<file path="config.mk">
export PLATFORM = sky130hd
export DESIGN_NAME = mash_pipe_acc_flat
export DESIGN_NICKNAME = d
export VERILOG_FILES = /design/src/rtl/mash_pipe_acc_pkg.sv /design/src/rtl/mash_pipe_acc_if.sv /design/src/rtl/mash_acc_slice.sv /design/src/rtl/mash_pipe_acc.sv /design/src/flat_wrapper.sv
export SDC_FILE = /design/constraint.sdc
export NUM_CORES = 1
export LEC_CHECK = 0
export CORE_UTILIZATION = 54
export DETAILED_ROUTE_END_ITERATION = 16
export GPL_TIMING_DRIVEN = 0
export PLACE_DENSITY = 0.86
export SLEW_MARGIN = 40
export SYNTH_ARGS = -nofsm -noshare
export SYNTH_HDL_FRONTEND = slang
export SYNTH_SLANG_ARGS = --single-unit
</file>
<file path="constraint.sdc">
create_clock -name i_clk -period 3 [get_ports i_clk]
set_input_delay 0.45 -clock i_clk [delete_from_list [all_inputs] [get_ports i_clk]]
set_output_delay 0.45 -clock i_clk [all_outputs]
set_load 0.01 [all_outputs]
</file>
<file path="src/rtl/mash_pipe_acc_pkg.sv">
// rtl/mash_pipe_acc_pkg.sv - shared MASH stage constants and LFSR helper
package mash_pipe_acc_pkg;

  localparam int MASH_SLICE_W    = 8;
  localparam int MASH_SLICE_SKEW = 2;
  localparam int MASH_NUM_SLICES = 3;

  // x^15 + x^14 + 1 Fibonacci LFSR: taps on state bits 14 and 13
  localparam int          MASH_LFSR_W    = 15;
  localparam logic [14:0] MASH_LFSR_SEED = 15'h0001;
  localparam logic [14:0] MASH_LFSR_TAPS = 15'h6000;

  typedef logic [MASH_SLICE_W-1:0] slice_t;

  function automatic logic [14:0] lfsr_next(input logic [14:0] s);
    return {s[13:0], ^(s & MASH_LFSR_TAPS)};
  endfunction

endpackage

</file>
<file path="src/rtl/mash_pipe_acc_if.sv">
// rtl/mash_pipe_acc_if.sv - skewed slice bus between MASH accumulator stages
interface mash_pipe_acc_if #(
  parameter int P_SLICE_W = 8
);
  logic                 en;
  logic                 clr;
  logic [P_SLICE_W-1:0] lsb;
  logic [P_SLICE_W-1:0] isb;
  logic [P_SLICE_W-1:0] msb;
  logic [P_SLICE_W-1:0] lsb_res;
  logic [P_SLICE_W-1:0] isb_res;
  logic [P_SLICE_W-1:0] msb_res;
  logic                 carry;

  modport master (
    output en, clr, lsb, isb, msb,
    input  lsb_res, isb_res, msb_res, carry
  );

  modport slave (
    input  en, clr, lsb, isb, msb,
    output lsb_res, isb_res, msb_res, carry
  );
endinterface

</file>
<file path="src/rtl/mash_acc_slice.sv">
// rtl/mash_acc_slice.sv - one accumulator slice with registered carry and delay pipe
module mash_acc_slice #(
  parameter int P_W          = 8,
  parameter int P_PIPE_DEPTH = 1
) (
  input  logic           clk,
  input  logic           rst,
  input  logic           en,
  input  logic           clr,
  input  logic [P_W-1:0] din,
  input  logic           cin,
  output logic [P_W-1:0] acc,
  output logic           carry_d
);

  logic [P_W:0] sum;
  logic         carry_q;

  assign sum = {1'b0, acc} + {1'b0, din} + {{P_W{1'b0}}, cin};

  // Accumulate modulo 2^P_W; the add's top bit becomes the registered carry
  always_ff @(posedge clk or posedge rst) begin
    if (rst) begin
      {carry_q, acc} <= '0;
    end else if (clr) begin
      {carry_q, acc} <= '0;
    end else if (en) begin
      {carry_q, acc} <= sum;
    end
  end

  // The carry register already supplies one cycle of delay, so the pipe adds
  // the remaining cycles needed to meet the next slice's skewed input.
  generate
    if (P_PIPE_DEPTH == 0) begin : g_no_pipe
      assign carry_d = carry_q;
    end else begin : g_pipe
      logic [P_PIPE_DEPTH-1:0] pipe;

      // Shift the carry toward the next slice, frozen by en
      always_ff @(posedge clk or posedge rst) begin
        if (rst) begin
          pipe <= '0;
        end else if (clr) begin
          pipe <= '0;
        end else if (en) begin
          pipe[0] <= carry_q;
          for (int i = 1; i < P_PIPE_DEPTH; i++) begin
            pipe[i] <= pipe[i-1];
          end
        end
      end

      assign carry_d = pipe[P_PIPE_DEPTH-1];
    end
  endgenerate

endmodule

</file>
<file path="src/rtl/mash_pipe_acc.sv">
// rtl/mash_pipe_acc.sv - skewed 3-slice first-order MASH accumulator (optional MASH_ACC_DITHER_EN)
module mash_pipe_acc
  import mash_pipe_acc_pkg::*;
#(
  parameter int P_SLICE_W    = MASH_SLICE_W,
  parameter int P_SLICE_SKEW = MASH_SLICE_SKEW
) (
  input  logic            i_clk,
  input  logic            i_rst,
  mash_pipe_acc_if.slave  bus
);

  logic                 cin0;
  logic                 c0_d;
  logic                 c1_d;
  logic [P_SLICE_W-1:0] lsb_acc;
  logic [P_SLICE_W-1:0] isb_acc;
  logic [P_SLICE_W-1:0] msb_acc;
  logic                 msb_carry;

`ifdef MASH_ACC_DITHER_EN
  logic [MASH_LFSR_W-1:0] lfsr;

  // Dither source: restarts from the seed on reset/clear, steps with en
  always_ff @(posedge i_clk or posedge i_rst) begin
    if (i_rst) begin
      lfsr <= MASH_LFSR_SEED;
    end else if (bus.clr) begin
      lfsr <= MASH_LFSR_SEED;
    end else if (bus.en) begin
      lfsr <= lfsr_next(lfsr);
    end
  end

  assign cin0 = lfsr[0];
`else
  assign cin0 = 1'b0;
`endif

  mash_acc_slice #(
    .P_W          (P_SLICE_W),
    .P_PIPE_DEPTH (P_SLICE_SKEW - 1)
  ) u_lsb (
    .clk     (i_clk),
    .rst     (i_rst),
    .en      (bus.en),
    .clr     (bus.clr),
    .din     (bus.lsb),
    .cin     (cin0),
    .acc     (lsb_acc),
    .carry_d (c0_d)
  );

  mash_acc_slice #(
    .P_W          (P_SLICE_W),
    .P_PIPE_DEPTH (P_SLICE_SKEW - 1)
  ) u_isb (
    .clk     (i_clk),
    .rst     (i_rst),
    .en      (bus.en),
    .clr     (bus.clr),
    .din     (bus.isb),
    .cin     (c0_d),
    .acc     (isb_acc),
    .carry_d (c1_d)
  );

  // The MSB carry is the stage output bit, so it leaves straight from the register
  mash_acc_slice #(
    .P_W          (P_SLICE_W),
    .P_PIPE_DEPTH (0)
  ) u_msb (
    .clk     (i_clk),
    .rst     (i_rst),
    .en      (bus.en),
    .clr     (bus.clr),
    .din     (bus.msb),
    .cin     (c1_d),
    .acc     (msb_acc),
    .carry_d (msb_carry)
  );

  assign bus.lsb_res = lsb_acc;
  assign bus.isb_res = isb_acc;
  assign bus.msb_res = msb_acc;
  assign bus.carry   = msb_carry;

endmodule

</file>
<file path="src/flat_wrapper.sv">
// flat-port wrapper written by rule: the top's interface ports become plain ports
module mash_pipe_acc_flat import mash_pipe_acc_pkg::*;
#(
  parameter int P_SLICE_W    = MASH_SLICE_W,
  parameter int P_SLICE_SKEW = MASH_SLICE_SKEW
)
  (i_clk, i_rst, bus_en, bus_clr, bus_lsb, bus_isb, bus_msb, bus_lsb_res, bus_isb_res, bus_msb_res, bus_carry);
  mash_pipe_acc_if #(.P_SLICE_W(P_SLICE_W)) bus_i ();
  input  logic i_clk;
  input  logic i_rst;
  input wire logic [$bits(bus_i.en)-1:0] bus_en;
  input wire logic [$bits(bus_i.clr)-1:0] bus_clr;
  input wire logic [$bits(bus_i.lsb)-1:0] bus_lsb;
  input wire logic [$bits(bus_i.isb)-1:0] bus_isb;
  input wire logic [$bits(bus_i.msb)-1:0] bus_msb;
  output wire logic [$bits(bus_i.lsb_res)-1:0] bus_lsb_res;
  output wire logic [$bits(bus_i.isb_res)-1:0] bus_isb_res;
  output wire logic [$bits(bus_i.msb_res)-1:0] bus_msb_res;
  output wire logic [$bits(bus_i.carry)-1:0] bus_carry;
  assign bus_i.en = bus_en;
  assign bus_i.clr = bus_clr;
  assign bus_i.lsb = bus_lsb;
  assign bus_i.isb = bus_isb;
  assign bus_i.msb = bus_msb;
  assign bus_lsb_res = bus_i.lsb_res;
  assign bus_isb_res = bus_i.isb_res;
  assign bus_msb_res = bus_i.msb_res;
  assign bus_carry = bus_i.carry;
  mash_pipe_acc #(.P_SLICE_W(P_SLICE_W), .P_SLICE_SKEW(P_SLICE_SKEW)) u_core (.i_clk(i_clk), .i_rst(i_rst), .bus(bus_i));
endmodule
</file>
Word level (Yosys, flattened, before mapping)
Index checks and enable logic that the tools add are counted.

Flip-flop bits (word level): 29. Input port bits: 28. Output and inout port bits: 25. Word-level logic and storage cells: 30.

$add $sub $neg: 5. Multiplexer cells: 16. Reductions and logical operators: 1.

Operator list (number): 8-bit 2-to-1 mux (6); 8-bit by 8-bit adder with 9-bit output (3); 9-bit by 1-bit adder with 9-bit output (2); 1-bit 2-to-1 mux (10); 2-bit nonzero test (1).

Longest topological paths before layout
Word-level depth: 4. Depth in mapped cells: 7. Depth with buffers taken out: 7.

Modules after synthesis
Synthesis repeated with hierarchy kept, for this count alone.

Cell total of the unflattened synthesis: 243. Area total of the unflattened synthesis: 2288.4 µm².

By module, submodules not included: mash_acc_slice at u_core.u_isb (cells each 79, seq. area each 250.2 µm², area an instance 774.5 µm², times used 1); mash_acc_slice at u_core.u_lsb (cells each 83, seq. area each 250.2 µm², area an instance 772.0 µm², times used 1); mash_acc_slice at u_core.u_msb (cells each 80, seq. area each 225.2 µm², area an instance 738.2 µm², times used 1); mash_pipe_acc (cells each 1, seq. area each 0.0 µm², area an instance 3.8 µm², times used 1).

Worst setup path after synthesis
Ideal clock, no wire load.

Kind: register to register. Start: register u_core.u_lsb.acc[0]. End: register u_core.u_lsb.acc[6]. Clock period less this slack: 1.914 ns. Required time: 2.878 ns. Arrival: 1.792 ns. Stages on the path, launching flop included: 7. Setup time: 0.122 ns. Path slack: 1.086 ns. Path through: dfrtp_1 -> ha_1 -> fa_1 -> nand3_1 -> a31oi_1 -> or3_1 -> a32o_1.

Cells in the longest elaborated chain, start to end: 3.

RTL lines: start: declaration (RTL line mash_acc_slice.sv:12) `output logic [P_W-1:0] acc,`; start signal: assignment (RTL line mash_acc_slice.sv:28) `{carry_q, acc} <= sum;`; 8-bit by 8-bit adder with 9-bit output (RTL line mash_acc_slice.sv:19) `assign sum = {1'b0, acc} + {1'b0, din} + {{P_W{1'b0}}, cin};`; 8-bit 2-to-1 mux (RTL line mash_acc_slice.sv:27) `end else if (en) begin`; 8-bit 2-to-1 mux (RTL line mash_acc_slice.sv:25) `end else if (clr) begin`.

No other way between the ends. The select of a mux whose other input is x is not followed. A chain may end at the register's enable or synchronous reset.

Final worst setup path
Start: input port bus_msb[0]. End: register u_core.u_msb.acc[5].

Cells in the longest elaborated chain, start to end: 4.

RTL lines: start: declaration (RTL line flat_wrapper.sv:15) `input wire logic [$bits(bus_i.msb)-1:0] bus_msb;`; 8-bit by 8-bit adder with 9-bit output (RTL line mash_acc_slice.sv:19); 9-bit by 1-bit adder with 9-bit output (RTL line mash_acc_slice.sv:19); 8-bit 2-to-1 mux (RTL line mash_acc_slice.sv:27); 8-bit 2-to-1 mux (RTL line mash_acc_slice.sv:25); end signal: assignment (RTL line mash_acc_slice.sv:28); end: declaration (RTL line mash_acc_slice.sv:12).

No other way between the ends. The select of a mux whose other input is x is not followed.

==> results.json <==
{
  "start_kind": "input pin",
  "power_density_mw_per_mm2": 500.3,
  "ctsHoldBuffers": 0,
  "cts_buffer_depth": 2,
  "whs_ps": 513.0,
  "post_cts_buffers": 0,
  "setup_viol": 0,
  "die_area_mm2": 0.004351,
  "end_kind": "register",
  "start_util_pct": 58.17,
  "ys_seq_area_share_pct": 32.84,
  "synth_area_leaders": "dfrtp_1 33%, ha_1 12%, a211oi_1 5.1%",
  "synthCells": 236,
  "htreeDepth": 2,
  "status": "finished clean",
  "totalWireLength_mm": 5.664,
  "grt_first_pass_wirelength_mm": 9.370,
  "synth_top_cell_area_share_pct": 32.84,
  "synth_fp_nets": 291,
  "clk_latency_ps": 300,
  "pin_count": 53,
  "finalCriticalPeriod_ps": 2199,
  "dp_hpwl_mm": 4.078,
  "detail-route-antenna-nets": 0,
  "layout.nets": 350,
  "tns_ps": 0,
  "drt_pass1_iterations": 4,
  "diodes": 0,
  "fp.dieH_um": 65.97,
  "track_usage_pct": 29.26,
  "worst-path-buf-inv": 1,
  "cts_root_buffer": "clkbuf_8",
  "holdCritPathClass": "register to register",
  "maxCapViolations": 0,
  "yosys.area.top_type": "dfrtp_1",
  "gp_congestion": 0.8232,
  "synth_ff_type": "dfrtp_1",
  "crit_chain": "clkdlybuf4s50_1 > fa_1 > a211oi_1 > nor2_1 > o21ai_0 > mux2_2",
  "ys_async_sr_fraction_pct": 100.0,
  "post_cts_resized": 0,
  "numCtsBuffers": 5,
  "post_drt_via_cell_ratio": 5.959,
  "synth_warnings": 0,
  "grt_overflow_total": 0,
  "fin_cells": 344,
  "drc": 0,
  "crit_path_max_fanout": 3,
  "clk_pin_slew_worst_paths_ps": 60,
  "drt-initial-drc-count": 144,
  "synth_cell_types": 35,
  "ir_drop_mv": 0.2393,
  "io_buffer_count": 52,
  "cp.required_ps": 3180,
  "wl_per_cell_um": 16.47,
  "rows": 22,
  "dp.cells": 336,
  "max_clock_freq_mhz": 454.7,
  "syn_to_final_growth_pct": 30.86,
  "fp.dieW_um": 65.97,
  "tightest_slew_ps": 639.4,
  "slowest_delay_ps": 450,
  "vias": 2050,
  "max-slew-margin-rel_pct": 57.31,
  "crit_type": "input pin to register",
  "cp_top_family": "compound AO/OA/AOI/OAI gates",
  "min_period_over_period_pct": 73.31,
  "grt_pass1_vias": 2027,
  "finalMaxSlewViolations": 0,
  "worst_slack_ps": 800.8,
  "arrival_ps": 2380,
  "ys_seq_elements": 29,
  "pre_cts_slack_ps": 497.7,
  "core_mm2": 0.003799,
  "syn_area_mm2": 0.002210,
  "cellLeakagePower_nw": 1.265,
  "cts.sinks": 29,
  "cts_tree": "done",
  "antenna_found_initial": 0,
  "cp_slowest_cell": "fa_1",
  "fin_worst_skew_ps": 4.078,
  "syn_area_per_cell_um2": 9.363,
  "finalHoldViolCount": 0,
  "grt_max_degree": 30,
  "power_mw": 1.447,
  "rsz0062_at_grt": "no",
  "layout-drive-gt1-share_pct": 7.432,
  "synth_edf_count": 0
}
-- flip-flops by register name (all words and copies together), names as in the netlist --
name and cells:
u_core.u_isb.carry_d 1, u_core.u_msb.carry_d 1, u_core.u_isb.acc 8, u_core.u_lsb.carry_q 1, u_core.u_msb.acc 8, u_core.u_isb.carry_q 1, u_core.u_lsb.acc 8, u_core.u_lsb.carry_d 1
-- metal layers --
layer  GRT usage (%)  up-vias  part of all wire [%]
met2           50.13       65                    48
met5               0        -                     0
met4           11.97        0                   1.6
met3           5.345       11                   5.5
met1           36.01      989                    45
li1                -      985                     -
-- logic make-up after synthesis --
kind of cell / Yosys count / synth area share [%]
AO/OA/AOI/OAI: 76 / 22.03
AND/OR/NAND/NOR: 63 / 14.16
flip-flops: 29 / 32.84
adder cells (fa/ha/maj): 27 / 16.99
buffers and inverters: 17 / 3.568
XOR/XNOR: 12 / 4.756
multiplexers: 12 / 5.663
-- cell type report --
| class | count | area [um2] |
|---|---|---|
| flip-flops and latches | 29 | 725.7 |
| clock buffers | 7 | 96.34 |
| repair buffers | 52 | 520.5 |
| clock inverters | 1 | 5.005 |
| well taps | 48 | 60.06 |
| inverters | 8 | 30.03 |
| fillers | 302 | 907.1 |
| plain buffers | 9 | 48.80 |
| multi-input cells | 190 | 1405 |
-- per-stage QoR --
stage	cell area [um2]	utilization, %
after floorplan	2210	-
after global placement	2790	73.45
after detailed placement	2790	73.45
after CTS	2892	76.12
after global routing	2892	76.12
final	2892	76.12
-- tightest hold or removal path: stages (launching register included) --
cell	delay (ps)
dfrtp_1	370
nand2_1	60
o31ai_1	60
-- cells in the final DEF, fill, tap and decap left out, drive strengths merged, types with 3 or more instances in the layout --
master         count
clkdlybuf4s50     52
dfrtp             29
nor2              25
ha                22
o21ai             19
a21oi             18
a211oi            15
nand2b            11
xnor2             10
nand2             10
clkbuf             9
mux2i              8
inv                8
buf                7
nand3              5
fa                 5
o21bai             4
mux2               4
nor3               4
a31oi              3
a21o               3
nor2b              3
-- cell usage after synthesis, types with 3 or more instances --
cell type	count
ha_1	22
o21ai_0	19
nor2_1	25
nand3_1	5
nand2b_1	11
a21oi_1	18
nor2b_1	3
a21o_1	3
o21bai_1	4
a31oi_1	3
mux2_2	4
dfrtp_1	29
nor3_1	4
nand2_1	10
buf_2	6
inv_1	8
a211oi_1	15
xnor2_1	10
fa_1	5
mux2i_1	8
-- power by group --
| part | total [mW] | switching (mW) | internal [mW] |
|---|---|---|---|
| Combinational | 0.583 | 0.285 | 0.298 |
| Clock | 0.368 | 0.161 | 0.207 |
| Sequential | 0.495 | 0.0526 | 0.443 |
| Total | 1.45 | 0.499 | 0.947 |
-- final timing paths --
path	startpoint	endpoint	slack, ps	depth (start not counted)
max reg2reg	u_core.u_msb.acc[0]	u_core.u_msb.acc[5]	950	5
min	u_core.u_msb.acc[3]	u_core.u_msb.acc[3]	510	2
min in group asynchronous	i_rst	u_core.u_lsb.acc[1]	550	2
max in group asynchronous	i_rst	u_core.u_msb.acc[5]	2020	2
max	bus_msb[0]	u_core.u_msb.acc[5]	800	6
min reg2reg	u_core.u_msb.acc[3]	u_core.u_msb.acc[3]	510	2
Note: power is estimated with default switching activity, not from simulation.
==> RTL change 1: new RTL, same flow settings <==
Set the package constant `MASH_SLICE_SKEW` to 1 (it was 2).
--- a/src/rtl/mash_pipe_acc_pkg.sv
+++ b/src/rtl/mash_pipe_acc_pkg.sv
@@ -3,5 +3,5 @@
 
   localparam int MASH_SLICE_W    = 8;
-  localparam int MASH_SLICE_SKEW = 2;
+  localparam int MASH_SLICE_SKEW = 1;
   localparam int MASH_NUM_SLICES = 3;
 
Check against the original RTL: not equivalent (a bounded check fails within 4 cycles, from zero or initial values and one cycle with i_rst high).
==> RTL change 1 against the unedited design <==
  * Wire length is 11% lower
  * Worst hold slack better by 0.022 ns
  * Sequential cell count shrank 2
  * Combinational power up 3%
  * Setup slack got worse by 0.0058 ns
  * Power fell by 11%
  * Design area shrank 4.5%
  * Area after synthesis down 2.5%
==> RTL change 1: results (changes against the unedited design) <==
metric	value	unit	change
worstReg2RegStart	u_core.u_lsb.acc[0]$_DFFE_PP0P_		
p_leak	1.196	nW	-5.4%
clock_latency	0.28	ns	-0.02 ns
dpl-instance-area	2715	sq um	-2.7%
clk_pin_slew	0.10	ns	+0.04 ns
fillers	301		-0.33%
cpPeakStageDelay	0.48	ns	+0.03 ns
layout.cells.non_filler	332		-3.5%
avgSynthCellArea	9.368	sq um	about the same
seqPwrFrac	36.2	%	+2.0 points
fin_skew	0.003806	ns	-0.0002720 ns
synth_area_leaders	dfrtp_1 31%, ha_1 13%, a21oi_1 4.6%		
grt_pass1_wl	8404	microns	-10%
gp_congestion	0.8437		+2.5%
nets	340		-2.9%
worst_slew_margin_rel	60.35	%	+3.0 points
p_switching	0.4628	mW	-7.3%
drive_gt1_share	6.338	%	-1.1 points
wirelength	5032	microns	-11%
synthTopCellsByCount	27 x dfrtp_1, 22 x ha_1, 22 x nor2_1		
slowest_stage	clkdlybuf4s50_1		
multi_input_area	1393	sq um	-0.89%
grtUsageTotal	25.60	%	-3.7 points
vias	1959		-4.4%
grt_start_max_net_pins	28		-6.7%
drt_iter0_drc	139		-3.5%
outcome	complete, no violations		
grt_pass1_vias	1845		-9.0%
crit_arrival	2.40	ns	+0.02 ns
io_buffer_count	50		-3.8%
reg2reg_depth	6		+1
synth_seq_area_share	31.36	%	-1.5 points
comb_cell_power	0.600	mW	+3%
dpl.hpwl	3821	microns	-6.3%
r2r_slack	1.00	ns	+0.05 ns
dr.pass1.iters	10		+6
total_power	1.285	mW	-11%
clockBufferDepth	2		unchanged
crit_family	adder cells		
yosysTopAreaCellShare	31.36	%	-1.5 points
cts_inserted_buffers	3		-2
place_ws	0.5012	ns	+0.003523 ns
synth.distinct_cells	41		+17%
path_max_fanout	4		+1
fin_hold_ws	0.5349	ns	+0.02190 ns
-- RTL change 1: cell families after synthesis --
group | Yosys count | share of synthesized area (%)
DFF | 27 | 31.36
xor gates and xnor gates | 12 | 4.878
and+or+nand+nor | 60 | 14.40
adders and majority gates | 27 | 17.42
AOI/OAI and AO/OA | 77 | 23.05
muxes | 10 | 4.878
buffers and inverters | 17 | 4.007
-- RTL change 1: worst register-to-register path, stage by stage (launching register included) --
cell and delay (ns):
dfrtp_1 0.41, ha_1 0.24, fa_1 0.42, nand3_1 0.12, a31oi_1 0.13, or3_1 0.32
a32o_1 0.24
-- RTL change 1: worst max path at each step --
stage	slack [ns]	end
global placement	0.55	u_core.u_msb.carry_d$_DFFE_PP0P_
CTS	0.79	u_core.u_isb.carry_d$_DFFE_PP0P_
floorplan	1.09	u_core.u_lsb.acc[6]$_DFFE_PP0P_
finish	0.79	u_core.u_isb.carry_d$_DFFE_PP0P_
detailed placement	0.50	u_core.u_isb.carry_d$_DFFE_PP0P_
global route	0.68	u_core.u_msb.carry_d$_DFFE_PP0P_
-- RTL change 1: area by class of cell --
cell class / count / area share [%]
inverters: 8 / 1.088
flip-flops and latches: 27 / 24.48
well taps: 48 / 2.176
plain buffers: 9 / 2.040
repair buffers: 50 / 18.13
clock buffers: 4 / 1.632
multi-input cells: 186 / 50.45
-- RTL change 1: layer usage --
metal / GRT usage, % / up-vias / routed length [microns]
met5: 0 / - / 0
met4: 4.620 / 0 / 39
met3: 3.472 / 8 / 284
met2: 44.97 / 73 / 2494
met1: 33.70 / 923 / 2214
li1: - / 955 / -
==> RTL change 2: new RTL, config.mk and constraints unchanged <==
Without the edit above. The parameter `P_PIPE_DEPTH` goes from 0 to 1.
--- a/src/rtl/mash_pipe_acc.sv
+++ b/src/rtl/mash_pipe_acc.sv
@@ -69,5 +69,5 @@
   mash_acc_slice #(
     .P_W          (P_SLICE_W),
-    .P_PIPE_DEPTH (0)
+    .P_PIPE_DEPTH (1)
   ) u_msb (
     .clk     (i_clk),
Formal check against the unedited RTL: not equivalent (Yosys sat finds a counterexample within 4 cycles, from zero or initial values and one cycle with i_rst high).
==> RTL change 2 against the unedited design <==
  * Critical path depth increased by 2
  * Clock skew increased by 0.0015 ns
  * Largest cell class unchanged
  * Setup slack got worse by 0.11 ns
  * Wire length decreased by 5.6%
  * Synthesized cell count unchanged
  * Design area increased by 0.82%
  * Power decreased by 1.2%
  * Sequential cell count increased by 1
  * Critical path type unchanged
  * Area after synthesis increased by 1.4%
==> RTL change 2: results (changes against the unedited design) <==
metric	value	unit	change
nMultiInputCombCells	189		-0.53%
ff_latch_area	750.7	sq um	+3.4%
worst_slew_margin_rel	56.96	%	-0.36 points
synth_mux_area_share	6.533	%	+0.87 points
buf_share	19.61	%	-0.075 points
reg2reg_depth	7		+2
holdCritStartpoint	u_core.u_lsb.acc[6]$_DFFE_PP0P_		
dpl.hpwl	3995	microns	-2.0%
grt_start_max_net_pins	31		+3.3%
wirelength	5345	microns	-5.6%
ir_worst_vdd	0.2538	mV	+6.1%
synthTopCellsByCount	30 x dfrtp_1, 26 x nor2_1, 22 x ha_1		
cpPeakStageDelay	0.50	ns	+0.05 ns
synth.distinct_cells	38		+8.6%
synth_compound_area_share	21.83	%	-0.20 points
slowest_stage	clkdlybuf4s50_1		
gp_congestion	0.8234		about the same
p_comb_share	40.6	%	+0.3 points
hold_path_depth	1		-1
fin_hold_ws	0.5220	ns	+0.009042 ns
synth_adder_area_share	16.75	%	-0.24 points
grt_pass1_vias	1997		-1.5%
worst_r2r_endpoint	u_core.u_msb.carry_q$_DFFE_PP0P_		
fillers	316		+4.6%
synth_area_leaders	dfrtp_1 34%, ha_1 12%, a211oi_1 5.0%		
crit_arrival	2.50	ns	+0.12 ns
intPower	0.9391	mW	-0.87%
clkPwrFrac	24.2	%	-1.3 points
hold_end	u_core.u_lsb.acc[6]$_DFFE_PP0P_		
synth_xor_area_share	4.690	%	-0.066 points
outcome	complete, no violations		
r2r_slack	0.93	ns	-0.02 ns
path_max_fanout	4		+1
clock_cell_area_share	3.133	%	-0.37 points
dpl-instance-area	2824	sq um	+1.2%
drive_gt1_share	7.095	%	-0.34 points
-- RTL change 2: per-stage QoR --
| step | setup WS [ns] | util [%] | instances |
|---|---|---|---|
| after CTS | 0.6871 | 72.88 | 346 |
| after global placement | 0.4518 | 70.60 | 338 |
| after global routing | 0.5780 | 72.88 | 346 |
| final | 0.6898 | 72.88 | 346 |
| after detailed placement | 0.4317 | 70.60 | 338 |
| after floorplan | 1.087 | - | 236 |
-- RTL change 2: per-layer routing --
| layer | global-route usage [%] | routed length, microns | up-vias | part of all wire (%) |
|---|---|---|---|---|
| li1 | - | - | 984 | - |
| met1 | 33.59 | 2340 | 991 | 44 |
| met2 | 47.70 | 2641 | 67 | 49 |
| met3 | 4.310 | 301 | 7 | 5.6 |
| met4 | 9.574 | 62 | 0 | 1.2 |
| met5 | 0 | 0 | - | 0 |
